<file path="src/rtl/fixed_pkg.sv">
// -----------------------------------------------------------------------------
// fixed_pkg
// Shared Q8.24 fixed-point definitions for the divider, the multiplier and the
// network datapath.
//   WIDTH / FRAC : word width and number of fractional bits
//   N_ITER       : number of restoring iterations for one divide
//   fixed_t      : signed Q8.24 word
//   Q_MAX/Q_MIN  : saturation limits
//   div_state_t  : divider FSM states
// -----------------------------------------------------------------------------
package fixed_pkg;
   localparam int WIDTH  = 32;
   localparam int FRAC   = 24;
   localparam int N_ITER = WIDTH + FRAC;

   typedef logic signed [WIDTH-1:0] fixed_t;

   localparam fixed_t Q_MAX = 32'h7FFFFFFF;
   localparam fixed_t Q_MIN = 32'h80000000;

   typedef enum logic [1:0] {
      IDLE,
      CALC,
      FINISH
   } div_state_t;
endpackage

</file>
<file path="src/rtl/fixed_div_step.sv">
// -----------------------------------------------------------------------------
// div_step
// Combinational restoring-division cell: shifts the next dividend bit into the
// remainder and subtracts the divisor magnitude when it fits.
//   i_rem    : current remainder (WIDTH+1 bits)
//   i_bit    : next dividend bit, MSB first
//   i_b_mag  : divisor magnitude
//   o_rem    : updated remainder
//   o_q_bit  : quotient bit produced by this step
// -----------------------------------------------------------------------------
module div_step #(
   parameter int WIDTH = 32
) (
   input  logic [WIDTH:0]   i_rem,
   input  logic             i_bit,
   input  logic [WIDTH-1:0] i_b_mag,
   output logic [WIDTH:0]   o_rem,
   output logic             o_q_bit
);
   // One extra bit on the shifted value so the compare never wraps.
   logic [WIDTH+1:0] w_shifted;

   assign w_shifted = {i_rem, i_bit};
   assign o_q_bit   = (w_shifted >= {2'b00, i_b_mag});
   // The remainder always stays below |b|, so it fits back into WIDTH+1 bits.
   assign o_rem     = o_q_bit ? (WIDTH+1)'(w_shifted - {2'b00, i_b_mag})
                              : (WIDTH+1)'(w_shifted);
endmodule

</file>
<file path="src/rtl/fixed_div.sv">
// -----------------------------------------------------------------------------
// fixed_div
// Sequential signed Q8.24 divider, q = (a << FRAC) / b, one quotient bit per
// clock, truncating toward zero and saturating to the signed range.
//   Clk      : system clock, rising edge
//   Reset    : asynchronous active-high reset
//   start    : request, sampled only in IDLE
//   a, b     : signed dividend / divisor, captured when start is accepted
//   busy     : operation in progress
//   done     : one-cycle pulse, q and flags valid from this cycle on
//   q        : signed quotient, held until the next done
//   div_zero : last operation had b == 0
//   overflow : last quotient saturated
// -----------------------------------------------------------------------------
module fixed_div
   import fixed_pkg::*;
#(
   parameter int WIDTH = fixed_pkg::WIDTH,
   parameter int FRAC  = fixed_pkg::FRAC
) (
   input  logic             Clk,
   input  logic             Reset,
   input  logic             start,
   input  logic [WIDTH-1:0] a,
   input  logic [WIDTH-1:0] b,
   output logic             busy,
   output logic             done,
   output logic [WIDTH-1:0] q,
   output logic             div_zero,
   output logic             overflow
);
   localparam int N     = WIDTH + FRAC;
   localparam int CNT_W = $clog2(N);
   localparam logic [CNT_W-1:0] LAST  = CNT_W'(N - 1);
   localparam logic [WIDTH-1:0] L_MAX = {1'b0, {(WIDTH-1){1'b1}}};
   localparam logic [WIDTH-1:0] L_MIN = {1'b1, {(WIDTH-1){1'b0}}};

   div_state_t       r_state;
   logic [N-1:0]     r_dividend;
   logic [N-1:0]     r_quo;
   logic [WIDTH:0]   r_rem;
   logic [WIDTH-1:0] r_b_mag;
   logic [CNT_W-1:0] r_cnt;
   logic             r_sign;
   logic             r_a_neg;
   logic             r_bz;
   logic             r_busy;
   logic             r_done;
   logic [WIDTH-1:0] r_q;
   logic             r_div_zero;
   logic             r_overflow;

   logic [WIDTH-1:0] w_a_mag;
   logic [WIDTH-1:0] w_b_mag;
   logic [WIDTH:0]   w_rem_next;
   logic             w_q_bit;
   logic             w_sat_pos;
   logic             w_sat_neg;
   logic             w_sat;

   // Two's-complement magnitude; the most negative value maps to 2^(WIDTH-1).
   assign w_a_mag = a[WIDTH-1] ? (~a + 1'b1) : a;
   assign w_b_mag = b[WIDTH-1] ? (~b + 1'b1) : b;

   div_step #(.WIDTH(WIDTH)) u_step (
      .i_rem   (r_rem),
      .i_bit   (r_dividend[N-1]),
      .i_b_mag (r_b_mag),
      .o_rem   (w_rem_next),
      .o_q_bit (w_q_bit)
   );

   // Positive results may reach 2^(WIDTH-1)-1, negative ones exactly 2^(WIDTH-1).
   assign w_sat_pos = |r_quo[N-1:WIDTH-1];
   assign w_sat_neg = (|r_quo[N-1:WIDTH]) | (r_quo[WIDTH-1] & (|r_quo[WIDTH-2:0]));
   assign w_sat     = r_sign ? w_sat_neg : w_sat_pos;

   always_ff @(posedge Clk or posedge Reset) begin
      if (Reset) begin
         r_state    <= IDLE;
         r_dividend <= '0;
         r_quo      <= '0;
         r_rem      <= '0;
         r_b_mag    <= '0;
         r_cnt      <= '0;
         r_sign     <= 1'b0;
         r_a_neg    <= 1'b0;
         r_bz       <= 1'b0;
         r_busy     <= 1'b0;
         r_done     <= 1'b0;
         r_q        <= '0;
         r_div_zero <= 1'b0;
         r_overflow <= 1'b0;
      end else begin
         r_done <= 1'b0;
         case (r_state)
            IDLE: begin
               // The done cycle is a recovery cycle: a held start is taken on
               // the following edge, giving one result every N+3 cycles.
               if (start && !r_done) begin
                  r_sign     <= a[WIDTH-1] ^ b[WIDTH-1];
                  r_a_neg    <= a[WIDTH-1];
                  r_b_mag    <= w_b_mag;
                  r_dividend <= {w_a_mag, {FRAC{1'b0}}};
                  r_rem      <= '0;
                  r_quo      <= '0;
                  r_cnt      <= '0;
                  r_bz       <= (b == '0);
                  r_div_zero <= 1'b0;
                  r_overflow <= 1'b0;
                  r_busy     <= 1'b1;
                  r_state    <= (b == '0) ? FINISH : CALC;
               end
            end
            CALC: begin
               r_rem      <= w_rem_next;
               r_quo      <= {r_quo[N-2:0], w_q_bit};
               r_dividend <= {r_dividend[N-2:0], 1'b0};
               r_cnt      <= r_cnt + 1'b1;
               if (r_cnt == LAST) begin
                  r_state <= FINISH;
               end
            end
            FINISH: begin
               r_busy  <= 1'b0;
               r_done  <= 1'b1;
               r_state <= IDLE;
               if (r_bz) begin
                  r_q        <= r_a_neg ? L_MIN : L_MAX;
                  r_div_zero <= 1'b1;
               end else if (w_sat) begin
                  r_q        <= r_sign ? L_MIN : L_MAX;
                  r_overflow <= 1'b1;
               end else begin
                  r_q <= r_sign ? (~r_quo[WIDTH-1:0] + 1'b1) : r_quo[WIDTH-1:0];
               end
            end
            default: r_state <= IDLE;
         endcase
      end
   end

   assign busy     = r_busy;
   assign done     = r_done;
   assign q        = r_q;
   assign div_zero = r_div_zero;
   assign overflow = r_overflow;
endmodule

</file>
<file path="config.mk">
export PLATFORM = sky130hd
export DESIGN_NAME = fixed_div
export DESIGN_NICKNAME = d
export VERILOG_FILES = /design/src/rtl/fixed_pkg.sv /design/src/rtl/fixed_div_step.sv /design/src/rtl/fixed_div.sv
export SDC_FILE = /design/constraint.sdc
export NUM_CORES = 1
export LEC_CHECK = 0
export BUFFER_PORTS_ARGS = -buffer_cell sky130_fd_sc_hd__buf_2
export CORE_UTILIZATION = 55
export DETAILED_ROUTE_END_ITERATION = 8
export GPL_ROUTABILITY_DRIVEN = 1
export GPL_TIMING_DRIVEN = 0
export PLACE_DENSITY = 0.75
export SETUP_SLACK_MARGIN = 0.05
export SLEW_MARGIN = 20
export SYNTH_ARGS = -nofsm -noshare
export SYNTH_HDL_FRONTEND = slang
export SYNTH_SLANG_ARGS = --single-unit
</file>
<file path="constraint.sdc">
create_clock -name Clk -period 9.7 [get_ports Clk]
set_input_delay 1.94 -clock Clk [delete_from_list [all_inputs] [get_ports Clk]]
set_output_delay 1.94 -clock Clk [all_outputs]
set_load 0.005 [all_outputs]
</file>
Yosys cells after proc, flatten, opt, wreduce, memory -nomap -nowiden --
Index checks and enable logic that the tools add are counted.
Word-level totals: register bits after elaboration 224, output and inout bits 36, logic and storage cells 79
Operators by class: add/subtract/negate cells 5, order comparisons 1, equality and inequality tests 8, mux-type cells 30, bitwise gates (word level) 6, reductions and logical operators 15
Operators by type and width (count):
- $mux 32 | 7
- $pmux 56 s2 | 2
- $mux 56 | 2
- $add 32x1->32 const B | 3
- $not 32->32 | 3
- $mux 33 | 2
- $pmux 33 s2 | 1
- $ge 34x32->1 | 1
- $sub 33x32->33 | 1
- $logic_not 32->1 | 1
- $reduce_or 31->1 | 1
- $reduce_or 25->1 | 1
- $reduce_or 24->1 | 1
- $pmux 6 s2 | 1
- $ne 2x2->1 const B | 5
- $reduce_and 2->1 | 4
- $mux 1 | 7
- $add 6x1->6 const B | 1
- $eq 6x6->1 const B | 1
- $mux 2 | 3
- $mux 6 | 1
- $pmux 1 s2 | 3
- $pmux 2 s2 | 1
- $reduce_and 4->1 | 1
- 10 further kinds | 11

Longest topological paths before layout --
depth in word-level cells 7, depth in mapped cells 14, gate-level depth less buffers 12

Modules after synthesis --
Synthesis repeated with hierarchy kept, for this count alone.
Unflattened totals: cells, all modules 1388, area, all modules 12041.5 um^2
Modules (own cells, without submodules):
- fixed_div | times used 1, cells an instance 1064, area an instance 9826.9 um^2
- div_step | times used 1, cells an instance 324, area an instance 2214.6 um^2

Worst setup path before layout --
OpenSTA, ideal clock, no wires.
path type in2reg, start in b[0], end reg r_b_mag[22], setup time 0.130 ns, arrival 4.619 ns, setup slack 4.952 ns, cell stages on the path 11, cell sequence inv_1 ha_1 nand2b_1 or4_1 or2_1 or4_4 or4_4 or4_4 o21ai_2 xor2_1 o21ai_1
On the way: longest elaborated chain between the ends 3
Ends and longest elaborated chain:
- start, declared | line fixed_div.sv:25 | input logic [WIDTH-1:0] b,
- $not 32->32 | line fixed_div.sv:63 | assign w_b_mag = b[WIDTH-1] ? (~b + 1'b1) : b;
- $add 32x1->32 | line fixed_div.sv:63
- $mux 32 | line fixed_div.sv:63
- end signal, assigned | line fixed_div.sv:103 | r_b_mag <= w_b_mag;
- end, declared | line fixed_div.sv:42 | logic [WIDTH-1:0] r_b_mag;
No other way between the ends. A chain may end at the register's enable or synchronous reset.

Final worst setup path --
start in b[0], end reg r_b_mag[26]
Same word-level chain as after synthesis.

==> summary.md <==
| Metric | Value |
|---|---|
| Placer congestion estimate | roughly 0.9 |
| Crit path max fanout | 6 |
| Flop pwr share | a little over a third |
| Arr. time, crit path | a little over 5 ns |
| WL per Instance | approximately 17 µm |
| Die ar. | 0.02181 mm² |
| Clk_skew | between 0.01 and 0.015 ns |
| Setup violations, final | 0 |
| Syn_area_per_cell | 8.732 µm² |
| Max frequency | around 0.21 GHz |
| Critical Path Source Type | input pin |
| Slew Limit Fails | 0 |
| CP Class | input pin to flop |
| Worst-path clk slew | around 0.070 ns |
| TritonRoute pass-1 iters | 5 |
| Status | complete, no violations |
| Crit share post-route | approximately half |
| Syn nets | between 1000 and 1500 |
| DR vias/cell | 5.912 |
| Max cap viols | 0 |
| Peak VDD IR | roughly 0.14 mV |
| NetSw | 1295 µW |
| WP data required | about 10 ns |
| RSZ-0062 raised after global routing | no |
| Warning count from the yosys run | 0 |
| EDFF count, synth | 0 |
| Register area share after synthesis | a little over two fifths |
| Max Root-Sink Buffers | 2 |
| Global route overflow | 0 |
| Crit path largest cell delay | between 0.5 and 0.6 ns |
| Internal power | between 1500 and 2000 µW |
| Leak pwr | slightly below 0.006 µW |
| First-pass GRT wire length | between 40000 and 50000 µm |
| Async SR Flop Fraction | 100.0% |
| Pin count of the biggest net entering global routing | between 90 and 100 |
| Vias | between 10000 and 15000 |
| Mapped Area | about 0.012 mm² |
| GRT Overall Usage | 28.00% |
| Total wire length | a little under 30000 µm |
| Routed Antenna Nets | 0 |
| Ports | around 100 |
| Setup Buffers After CTS | 0 |
| Antenna cells | 0 |
| Seq cells post-synth | 200 |
| Setup TNS Final | 0 ns |
| Layout cell share with drive strength beyond 1 | a little over a tenth |
| Final worst path period need | ~4.7 ns |
| Post-cts sizing count | 0 |
| Cts hold-fix bufs | 0 |
| Clock Sinks | 200 |
| Antenna violations before repair | 0 |
| Clock share of power | between 20% and 30% |
| Combinational cell fraction of total power | approximately two fifths |
| Nature of the critical path endpoint | flop |
| Total CTS buffers | 17 |
| Unique masters post-synth | 62 |
| Post-DP HPWL | 21330 µm |
| Hold Vio Cnt, Final | 0 |
| Slowest CP cell | or4_4 |
| Port buffer count | roughly 100 |
| Slew @ Worst Pin | 0.8714 ns |
| Die W | approximately 150 µm |
| Core Region | 0.02049 mm² |
| Most frequent CP cell | or4_4 |
| H-tree lvl count | 4 |
| Pwr/cell area | 247.0 mW/mm² |
| Placed Cells | 1710 |
| DR iter-0 viols | between 700 and 800 |
| Sw frac | between 30% and 40% |
| Nets | roughly 1600 |
| Non-filler instance count after layout | around 1700 |
| Worst skew pair latency | between 0.4 and 0.5 ns |
| Max-slew headroom | approximately two fifths |
| CTS tree | yes |
| DRC | 0 |
| Worst path cell trace | buf_2 > inv_1 > ha_1 > nand2b_1 > or4_1 > or2_1 > or4_4 > or4_4 > or4_4 > o21ai_2 > xor2_1 > o21ai_1 |
| Predominant post-synthesis flop cell | dfrtp_1 |
| Vias in the first global route | between 9000 and 10000 |
| Initial Util | a little under three fifths |
| Die height | 147.7 µm |
| Layout area overhead | 13.12% |
| Row cnt | 52 |
| Worst Hold Class | flop to flop |
| Synth Instances | between 1000 and 1500 |
| CTS root buf | clkbuf_16 |
cell type report:
class	instances	area, µm²
clock buffers	20	466.7
plain buffers	78	292.8
fillers	1755	7288
repair buffers	103	560.5
well taps	270	337.8
clock inverters	12	152.6
inverters	52	202.7
flip-flops and latches	200	5005
multi-input cells	1007	6188
critical path: cells and delay by family:
| family | cells | cell delay [ns] |
|---|---|---|
| and+or+nand+nor | 6 | 2.24 |
| adders and majority gates | 1 | 0.18 |
| xor gates and xnor gates | 1 | 0.21 |
| buffers and inverters | 2 | 0.20 |
| AOI/OAI and AO/OA | 2 | 0.24 |
synth_stat cells, types with 5 or more instances:
master	number	area (µm²)
dfrtp_1	200	5005
or4_1	15	112.6
xnor2_1	18	157.7
o21ai_0	134	670.6
o21ai_1	13	65.06
a21o_1	22	165.2
a22o_1	13	113.9
a32oi_1	5	43.79
o31ai_1	31	232.7
nor2b_1	10	62.56
mux2i_1	8	80.08
a21oi_1	37	185.2
nand2b_1	11	68.82
o41ai_1	8	70.07
inv_1	51	191.4
nand3_1	68	340.3
ha_1	36	450.4
and3_1	7	43.79
nor4_1	9	56.30
o22a_1	31	271.5
a22oi_1	28	210.2
buf_1	8	30.03
or3_1	17	106.4
nand4_1	8	50.05
o21a_1	7	52.55
clkbuf_1	70	262.8
or2_2	6	37.54
nor2_1	66	247.7
xor2_1	88	770.7
nand2_1	224	840.8
nor3_1	20	100.1
cells by family after synthesis:
kind of cell | after synthesis | synth area share (%)
simple gates | 485 | 19.42
mux | 8 | 0.6859
compound gates | 371 | 20.87
flops | 200 | 42.87
fa+ha+maj | 37 | 4.030
xor+xnor | 106 | 7.952
buf+inv | 130 | 4.180
final timing paths:
kind / startpoint / endpoint / slack (ns) / cells after the start
worst max-delay path: b[0] / r_b_mag[26]$_DFFE_PP0P_ / 4.97 / 12
worst min-delay path: r_b_mag[4]$_DFFE_PP0P_ / r_b_mag[4]$_DFFE_PP0P_ / 0.48 / 2
worst max register to register: r_dividend[55]$_DFFE_PP0P_ / r_rem[19]$_DFFE_PP0P_ / 5.93 / 13
worst min register to register: r_b_mag[4]$_DFFE_PP0P_ / r_b_mag[4]$_DFFE_PP0P_ / 0.48 / 2
max in group asynchronous: Reset / r_quo[46]$_DFFE_PP0P_ / 7.56 / 3
min in group asynchronous: Reset / q[4]$_DFFE_PP0P_ / 1.45 / 2
power groups by stage:
stage	Combinational (µW)	Clock, µW	Sequential, µW
finish	1340	741	1180
global route	1500	781	1200
CTS	1320	751	1170
detailed placement	1310	0	1180
global placement	1280	0	1180
floorplan	1040	0	1140
sequential cells by signal (all words and copies together) (netlist names), 2 cells and up:
| register | flops |
|---|---|
| r_b_mag | 32 |
| r_cnt | 6 |
| r_dividend | 32 |
| r_quo | 56 |
| q | 32 |
| r_state | 2 |
| r_rem | 33 |
layout by cell type, fill, tap and decap left out, drive strengths merged, types with 18 or more instances in the layout:
cell	n
nand2	224
dfrtp	200
o21ai	150
buf	111
clkbuf	90
xor2	88
nand3	68
nor2	66
inv	57
a21oi	37
ha	36
o31ai	31
o22a	31
a22oi	28
a21o	22
nor3	20
or4	19
xnor2	18
per-layer routing:
layer | wire length [µm] | vias up | part of all wire (%) | track usage, %
li1 | - | 5002 | - | -
met1 | 13890 | 4901 | 47 | 41.60
met2 | 12850 | 357 | 44 | 42.43
met3 | 2006 | 38 | 6.8 | 3.395
met4 | 580 | 0 | 2.0 | 9.381
met5 | 0 | - | 0 | 0
metrics by stage:
step                worst slack [ns]  hold WS, ns  utilization (%)  area (µm²)  total power [µW]
finish                         4.972       0.4826            64.44       13210              3263
global route                   4.871       0.5086            64.44       13210              3482
CTS                            4.992       0.4871            64.44       13210              3243
detailed placement             4.546       0.4609            61.42       12590              2497
global placement              0.1402       0.4619            61.08       12520              2460
floorplan                      2.306       0.4416                -       11670              2179
(Power assumes the default switching activity.)
